===== src/rtl/ped_pkg.sv =====
// Shared types for the pedestrian request path and the traffic-light controller.
// Blink option (PED_WAIT_BLINK_EN) lives in ped_request.
package ped_pkg;

    typedef enum logic [1:0] {
        ST_IDLE     = 2'd0,
        ST_PENDING  = 2'd1,
        ST_COOLDOWN = 2'd2
    } ped_state_e;

    localparam int TIMER_W = 30;
    localparam int DEB_W   = 19;

    // Reload value for a down-counter that spans n cycles; 0 when n is 0.
    function automatic logic [TIMER_W-1:0] span_load(input int unsigned n);
        if (n == 0) begin
            return '0;
        end
        return TIMER_W'(n - 1);
    endfunction

endpackage


===== src/rtl/ped_debounce.sv =====
// Button synchroniser, debounce counter and press (1->0) pulse generator.
// Level is accepted once the synchronised input differs for DEBOUNCE_CYCLES.
module ped_debounce
    import ped_pkg::*;
#(
    parameter int DEBOUNCE_CYCLES = 320000
) (
    input  logic clk,
    input  logic rst_n,
    input  logic button_n,
    output logic deb,
    output logic press
);

    localparam logic [DEB_W-1:0] DEB_LIM = DEB_W'(DEBOUNCE_CYCLES);

    logic             sync1_q;
    logic             sync2_q;
    logic             deb_q;
    logic             deb_d;
    logic             deb_prev_q;
    logic [DEB_W-1:0] cnt_q;
    logic [DEB_W-1:0] cnt_d;
    logic [DEB_W-1:0] cnt_inc;

    always_comb begin
        cnt_inc = cnt_q + DEB_W'(1);
        deb_d   = deb_q;
        cnt_d   = '0;
        if (sync2_q != deb_q) begin
            if (cnt_inc == DEB_LIM) begin
                deb_d = sync2_q;
            end else begin
                cnt_d = cnt_inc;
            end
        end
    end

    always_ff @(posedge clk or negedge rst_n) begin
        if (!rst_n) begin
            sync1_q    <= 1'b1;
            sync2_q    <= 1'b1;
            deb_q      <= 1'b1;
            deb_prev_q <= 1'b1;
            cnt_q      <= '0;
        end else begin
            sync1_q    <= button_n;
            sync2_q    <= sync1_q;
            deb_q      <= deb_d;
            deb_prev_q <= deb_q;
            cnt_q      <= cnt_d;
        end
    end

    assign deb   = deb_q;
    assign press = deb_prev_q & ~deb_q;

endmodule


===== src/rtl/ped_request.sv =====
// Pedestrian request FSM: latches a press, holds ped_req until ack, then cools down.
// Define PED_WAIT_BLINK_EN to blink the WAIT lamp at 1 Hz while pending.
module ped_request
    import ped_pkg::*;
#(
    parameter int TIMER_SCALE     = 16000000,
    parameter int DEBOUNCE_CYCLES = 320000,
    parameter int COOLDOWN_S      = 5
) (
    input  logic pin3_clk_16mhz,
    input  logic pin2_rst_n,
    input  logic pin9_button_n,
    input  logic ped_ack,
    output logic ped_req,
    output logic pin10_wait_lamp,
    output logic press_seen
);

    localparam logic [TIMER_W-1:0] CD_LOAD =
        span_load(COOLDOWN_S * TIMER_SCALE);

    logic               press;
    logic               deb_unused;
    ped_state_e         state_q;
    ped_state_e         state_d;
    logic [TIMER_W-1:0] timer_q;
    logic [TIMER_W-1:0] timer_d;
    logic               ped_req_q;
    logic               lamp_q;
    logic               lamp_d;
    logic               press_seen_q;

    ped_debounce #(
        .DEBOUNCE_CYCLES(DEBOUNCE_CYCLES)
    ) u_debounce (
        .clk     (pin3_clk_16mhz),
        .rst_n   (pin2_rst_n),
        .button_n(pin9_button_n),
        .deb     (deb_unused),
        .press   (press)
    );

    always_comb begin
        state_d = state_q;
        timer_d = timer_q;
        case (state_q)
            ST_IDLE: begin
                if (press) begin
                    state_d = ST_PENDING;
                end
            end
            ST_PENDING: begin
                if (ped_ack) begin
                    if (COOLDOWN_S != 0) begin
                        state_d = ST_COOLDOWN;
                        timer_d = CD_LOAD;
                    end else begin
                        state_d = ST_IDLE;
                    end
                end
            end
            ST_COOLDOWN: begin
                if (timer_q == '0) begin
                    state_d = ST_IDLE;
                end else begin
                    timer_d = timer_q - TIMER_W'(1);
                end
            end
            default: begin
                state_d = ST_IDLE;
            end
        endcase
    end

`ifdef PED_WAIT_BLINK_EN
    localparam logic [TIMER_W-1:0] HALF_LOAD = span_load(TIMER_SCALE / 2);

    logic [TIMER_W-1:0] blink_q;
    logic [TIMER_W-1:0] blink_d;

    // Lamp starts lit on entry, then toggles each half second.
    always_comb begin
        blink_d = blink_q;
        lamp_d  = 1'b0;
        if (state_d == ST_PENDING) begin
            if (state_q != ST_PENDING) begin
                blink_d = HALF_LOAD;
                lamp_d  = 1'b1;
            end else if (blink_q == '0) begin
                blink_d = HALF_LOAD;
                lamp_d  = ~lamp_q;
            end else begin
                blink_d = blink_q - TIMER_W'(1);
                lamp_d  = lamp_q;
            end
        end
    end
`else
    always_comb begin
        lamp_d = (state_d == ST_PENDING);
    end
`endif

    always_ff @(posedge pin3_clk_16mhz or negedge pin2_rst_n) begin
        if (!pin2_rst_n) begin
            state_q      <= ST_IDLE;
            timer_q      <= '0;
            ped_req_q    <= 1'b0;
            lamp_q       <= 1'b0;
            press_seen_q <= 1'b0;
`ifdef PED_WAIT_BLINK_EN
            blink_q      <= '0;
`endif
        end else begin
            state_q      <= state_d;
            timer_q      <= timer_d;
            ped_req_q    <= (state_d == ST_PENDING);
            lamp_q       <= lamp_d;
            press_seen_q <= press;
`ifdef PED_WAIT_BLINK_EN
            blink_q      <= blink_d;
`endif
        end
    end

    assign ped_req         = ped_req_q;
    assign pin10_wait_lamp = lamp_q;
    assign press_seen      = press_seen_q;

endmodule


===== config.mk =====
export PLATFORM = sky130hd
export DESIGN_NAME = ped_request
export DESIGN_NICKNAME = d
export VERILOG_FILES = /design/src/rtl/ped_pkg.sv /design/src/rtl/ped_debounce.sv /design/src/rtl/ped_request.sv
export SDC_FILE = /design/constraint.sdc
export NUM_CORES = 1
export LEC_CHECK = 0
export ABC_AREA = 1
export BUFFER_PORTS_ARGS = -buffer_cell sky130_fd_sc_hd__clkbuf_2
export CORE_UTILIZATION = 57
export DETAILED_ROUTE_END_ITERATION = 6
export GPL_ROUTABILITY_DRIVEN = 0
export PLACE_DENSITY = 0.76
export SLEW_MARGIN = 20
export SYNTH_ARGS = -nofsm -noshare
export SYNTH_HDL_FRONTEND = slang
export SYNTH_HIERARCHICAL = 1
export SYNTH_SLANG_ARGS = --single-unit

===== constraint.sdc =====
create_clock -name pin3_clk_16mhz -period 1.5 [get_ports pin3_clk_16mhz]
set_input_delay 0.3 -clock pin3_clk_16mhz [delete_from_list [all_inputs] [get_ports pin3_clk_16mhz]]
set_output_delay 0.3 -clock pin3_clk_16mhz [all_outputs]
set_load 0.05 [all_outputs]

==> flow_summary.ini, run 1 <==
[yosys]
synth_simple_gate_area_share = 0.4325
synthCells = 513
avgSynthCellArea_sq_um = 6.958
synth_compound_area_frac = 0.06029
yosys_register_bits = 57
synth.area.mux_share = 0
ys_types = 28
synth_top_family_by_area = simple AND/OR/NAND/NOR gates
synth_warnings = 6
synth_fp_nets = 520
ys_seq_area_frac = 0.4010
synth_fa_ha_area_frac = 0.01052
synth_xor_area_frac = 0.02208
synth_area_leaders = dfrtp_1, nand2_1, nor2_1
synth_largest_area_cell = dfrtp_1
syn_area_sq_um = 3570
synth_top_area_frac = 0.3715

[place]
dp.cells = 696
pre_cts_slack_ns = -0.2712
port_buffers = 6
hpwlAfterDp_mm = 7.467

[timing]
endpoint_type = register data pin
crit_endpoint = u_debounce/cnt_q[9]$_DFF_PN0_/D

[cts]
clkSinkCount = 57
cts_max_path_buffers = 2
cts_buffers = 9
htree_levels = 3
cts_root_buf = clkbuf_8

[global_route]
track_usage = 0.8969
gr-total-overflow = 398
grt_start_max_net_pins = 29

[status]
status = aborted with a tool error
error_line = [ERROR GRT-0232] Routing congestion too high. Check the congestion heatmap in the GUI.
lastStage = 5_1_grt

[floorplanning]
die_w_um = 81.14
ios = 7
start_util = 0.5959
die_y_um = 81.14
core.rowCount = 28
## metrics by stage
| step | utilization | cell area, sq um | hold WS, ns | setup TNS, ns |
|---|---|---|---|---|
| 2_1_floorplan | - | 3654 | 0.004409 | -0.6524 |
| 3_5_place_dp | 0.7640 | 4577 | 0.2712 | -4.915 |
| 3_3_place_gp | 0.7640 | 4577 | 0.2623 | -3.098 |
| 4_1_cts | 0.8826 | 5288 | 0.01634 | -4.558 |
## per-layer routing
layer	overflow	global-route usage
met2	296	1.224
met1	2	0.8125
met4	99	1.093
met5	0	0.05833
met3	1	0.5820
## cells in the mapped netlist, drive strengths merged
library cell and count:
nand4 11, ha 3, dfstp 4, clkbuf 3
nor2 116, a211oi 2, xnor2 2, o21ai 27
dfrtp 53, inv 54, nor3b 1, nand3 48
xor2 7, a21oi 4, buf 5, nor3 1
nand2 158, nand3b 11, o21bai 3
## logic make-up after synthesis
family / after synthesis
simple gates: 346
buf+inv: 62
flops: 57
compound gates: 36
xor+xnor: 9
fa+ha+maj: 3
## what timing repair did
item                                    CTS
hold endpoints to repair                 11
buffers inserted                         16
gates resized for setup                  95
hold buffers                              1
endpoints found under the setup margin   39
gates cloned                              3
pin swaps                                31
==> run 2, diff against run 1 <==
Settings changed: CORE_UTILIZATION 57 to 40, PLACE_DENSITY 0.76 to not set, PLACE_DENSITY_LB_ADDON set to 0.15.
Clock period 1.5 ns to 1.95 ns, I/O delays scaled along.
==> flow_summary.ini, run 2 <==
[detailed_routing]
drc_errors = 0
totalWireLength_mm = 8.846
wire_per_inst_um = 13.55
vias = 3245
ant_nets = 0
avgViaCountPerCell = 4.969
drtIter0Drc = 183
drtPass1Iterations = 5

[yosys]
syn_area_sq_um = 3570
synth_warnings = 6
synth_edf_count = 0
synthCells = 513
yosys_register_bits = 57
synth_largest_area_cell = dfrtp_1
yosysMostFrequentCell = nand2_1
synth_fp_nets = 520
async_flop_share = 1.000
yosys-top-cells-count = nand2_1, nor2_1, inv_1, dfrtp_1, nand3_1
avgSynthCellArea_sq_um = 6.958
synth_area_leaders = dfrtp_1, nand2_1, nor2_1
ys_types = 28
synth_top_area_frac = 0.3715
synthFlopType = dfrtp_1
ys_seq_area_frac = 0.4010

[cts]
cts_max_path_buffers = 2
cts_root_buf = clkbuf_8
postCtsHoldBufs = 0
htree_levels = 3
clk_latency_ns = 0.34
tritoncts = done
cts_buffers = 9
clkTransAtPathRegs_ns = 0.07
clkSinkCount = 57

[finish]
multi_input_area_sq_um = 1953
drive_gt1_frac = 0.1817
final_common_cell = nand2_1
largest_register_ffs = 30
regMostFlops = timer_q
diodes = 0
syn_to_final_growth_pct = 16.72
final_cell_mix = nand2_1, nor2_1, inv_1
reg.largest.list = timer_q: 30 flops, u_debounce/cnt_q: 19 flops, state_q: 2 flops
utilization = 0.4801
fillers = 881
regArea_sq_um = 1435
finalNonFillerCells = 653
fin_nets = 547

[setup_path]
worst-setup-path-type = flop to flop
cp_slowest_cell = dfrtp_1
setup.worst_path.end_class = flop
cp-start-kind = flop
crit_family = simple AND/OR/NAND/NOR gates
critPathBufInv = 2
required_ns = 2.17
reg2reg_to = timer_q[12]
ff2ff_setup_slack_ns = 0.12
rr_worst_depth = 10
crit_arrival_ns = 2.05
reg2reg_from = timer_q[12]
path_max_fanout = 13
slowest_delay_ns = 0.44
crit_chain = nor2_2 -> nand2_1 -> nor2_4 -> nand2_2 -> nor2_2 -> nor2_4 -> buf_12 -> nor2_8 -> clkbuf_16 -> o21ai_1

[floorplanning]
ios = 7
start_util = 0.4113
die_y_um = 96.47
dieArea_sq_um = 9306
die_w_um = 96.47
core.rowCount = 34
coreArea_sq_um = 8678

[pwr]
p_total_w = 0.002491
cellLeakagePower_nw = 1.816
power_density_nw_per_um2 = 597.8
irDropWorstVdd_v = 0.0003050

[global_route]
antenna_found_initial = 0
grt_pass1_wl_mm = 13.74
track_usage = 0.1991
gr-total-overflow = 0
grt_start_max_net_pins = 58
grt_pass1_vias = 2704

[place]
hpwlAfterDp_mm = 6.350
port_buffers = 6
dp.cells = 630

[timing]
finalMaxSlewViolations = 0
period_needed_ns = 1.834
fmax_ghz = 0.5454
max_slew_margin = 0.7264
worst_pin_slew_ns = 0.4100
fin_crit_sh = 0.9403
hold_viol = 0
setup_violations = 0
skew_ns = 0.008762

[hold_path]
min_path_type = primary input to asynchronous set/reset pin

[status]
status = completed

[job]
max_cap_viol_count = 0
[run 2: cell counts after synthesis]
Identical to the previous run, type by type.
[run 2: metrics by stage]
| step | hold WS [ns] | setup WS [ns] | TNS, ns | instance area [sq um] |
|---|---|---|---|---|
| 3_3_place_gp | 0.3525 | 0.1352 | 0 | 3782 |
| 2_1_floorplan | 0.09441 | 0.3274 | 0 | 3570 |
| 6_report | 0.04117 | 0.1164 | 0 | 4167 |
| 4_1_cts | 0.04685 | 0.07698 | 0 | 4003 |
| 5_1_grt | 0.06891 | -0.02979 | -0.1400 | 4167 |
| 3_5_place_dp | 0.3484 | 0.09894 | 0 | 3782 |
[run 2: timing repair]
| action | in CTS | in global routing |
|---|---|---|
| endpoints found under the setup margin | 0 | 21 |
| buffers inserted | 0 | 6 |
| gates resized for setup | 0 | 28 |
[run 2: worst max-delay path by stage]
stage / from / end / slack (ns) / depth (start not counted)
global route: u_debounce/cnt_q[0] / u_debounce/cnt_q[9] / -0.03 / 12
CTS: u_debounce/cnt_q[0] / u_debounce/cnt_q[9] / 0.08 / 11
finish: timer_q[12] / timer_q[12] / 0.12 / 10
global placement: u_debounce/cnt_q[0] / u_debounce/cnt_q[0] / 0.14 / 11
floorplan: u_debounce/cnt_q[0] / u_debounce/cnt_q[0] / 0.33 / 11
detailed placement: u_debounce/cnt_q[0] / u_debounce/cnt_q[9] / 0.1 / 11
[run 2: metal layers]
metal	wire length, um	up-vias	share of wire	global-route usage
met1	4536	1489	0.51	0.3007
met5	0	-	0	0
met2	3699	72	0.42	0.2823
li1	-	1674	-	-
met3	501	10	0.057	0.04225
met4	109	0	0.012	0.05515
[run 2: cell families (layout without fill, tap and decap cells)]
| kind of cell | count (synthesis) | in the layout | share of synthesized area |
|---|---|---|---|
| AND/OR/NAND/NOR | 346 | 346 | 0.4325 |
| buffers and inverters | 62 | 94 | 0.07360 |
| flip-flops | 57 | 57 | 0.4010 |
| AO/OA/AOI/OAI | 36 | 36 | 0.06029 |
| XOR/XNOR | 9 | 9 | 0.02208 |
| adder cells (fa/ha/maj) | 3 | 3 | 0.01052 |
[run 2: cell type report]
cell class	count	share of cell area
clock buffers	11	0.03393
clock inverters	5	0.01892
inverters	54	0.04865
multi-input cells	394	0.4688
flip-flops and latches	57	0.3444
well taps	108	0.03243
repair buffers	24	0.05285
[run 2: where the power goes]
| group | switching [W] | internal, W | leakage, nW | total [W] |
|---|---|---|---|---|
| Combinational | 0.0000383 | 0.0000147 | 0.991 | 0.0000531 |
| Clock | 0.000486 | 0.000752 | 0.113 | 0.00124 |
| Sequential | 0.00000810 | 0.00119 | 0.712 | 0.00120 |
Power figures use the tool's default switching activity.
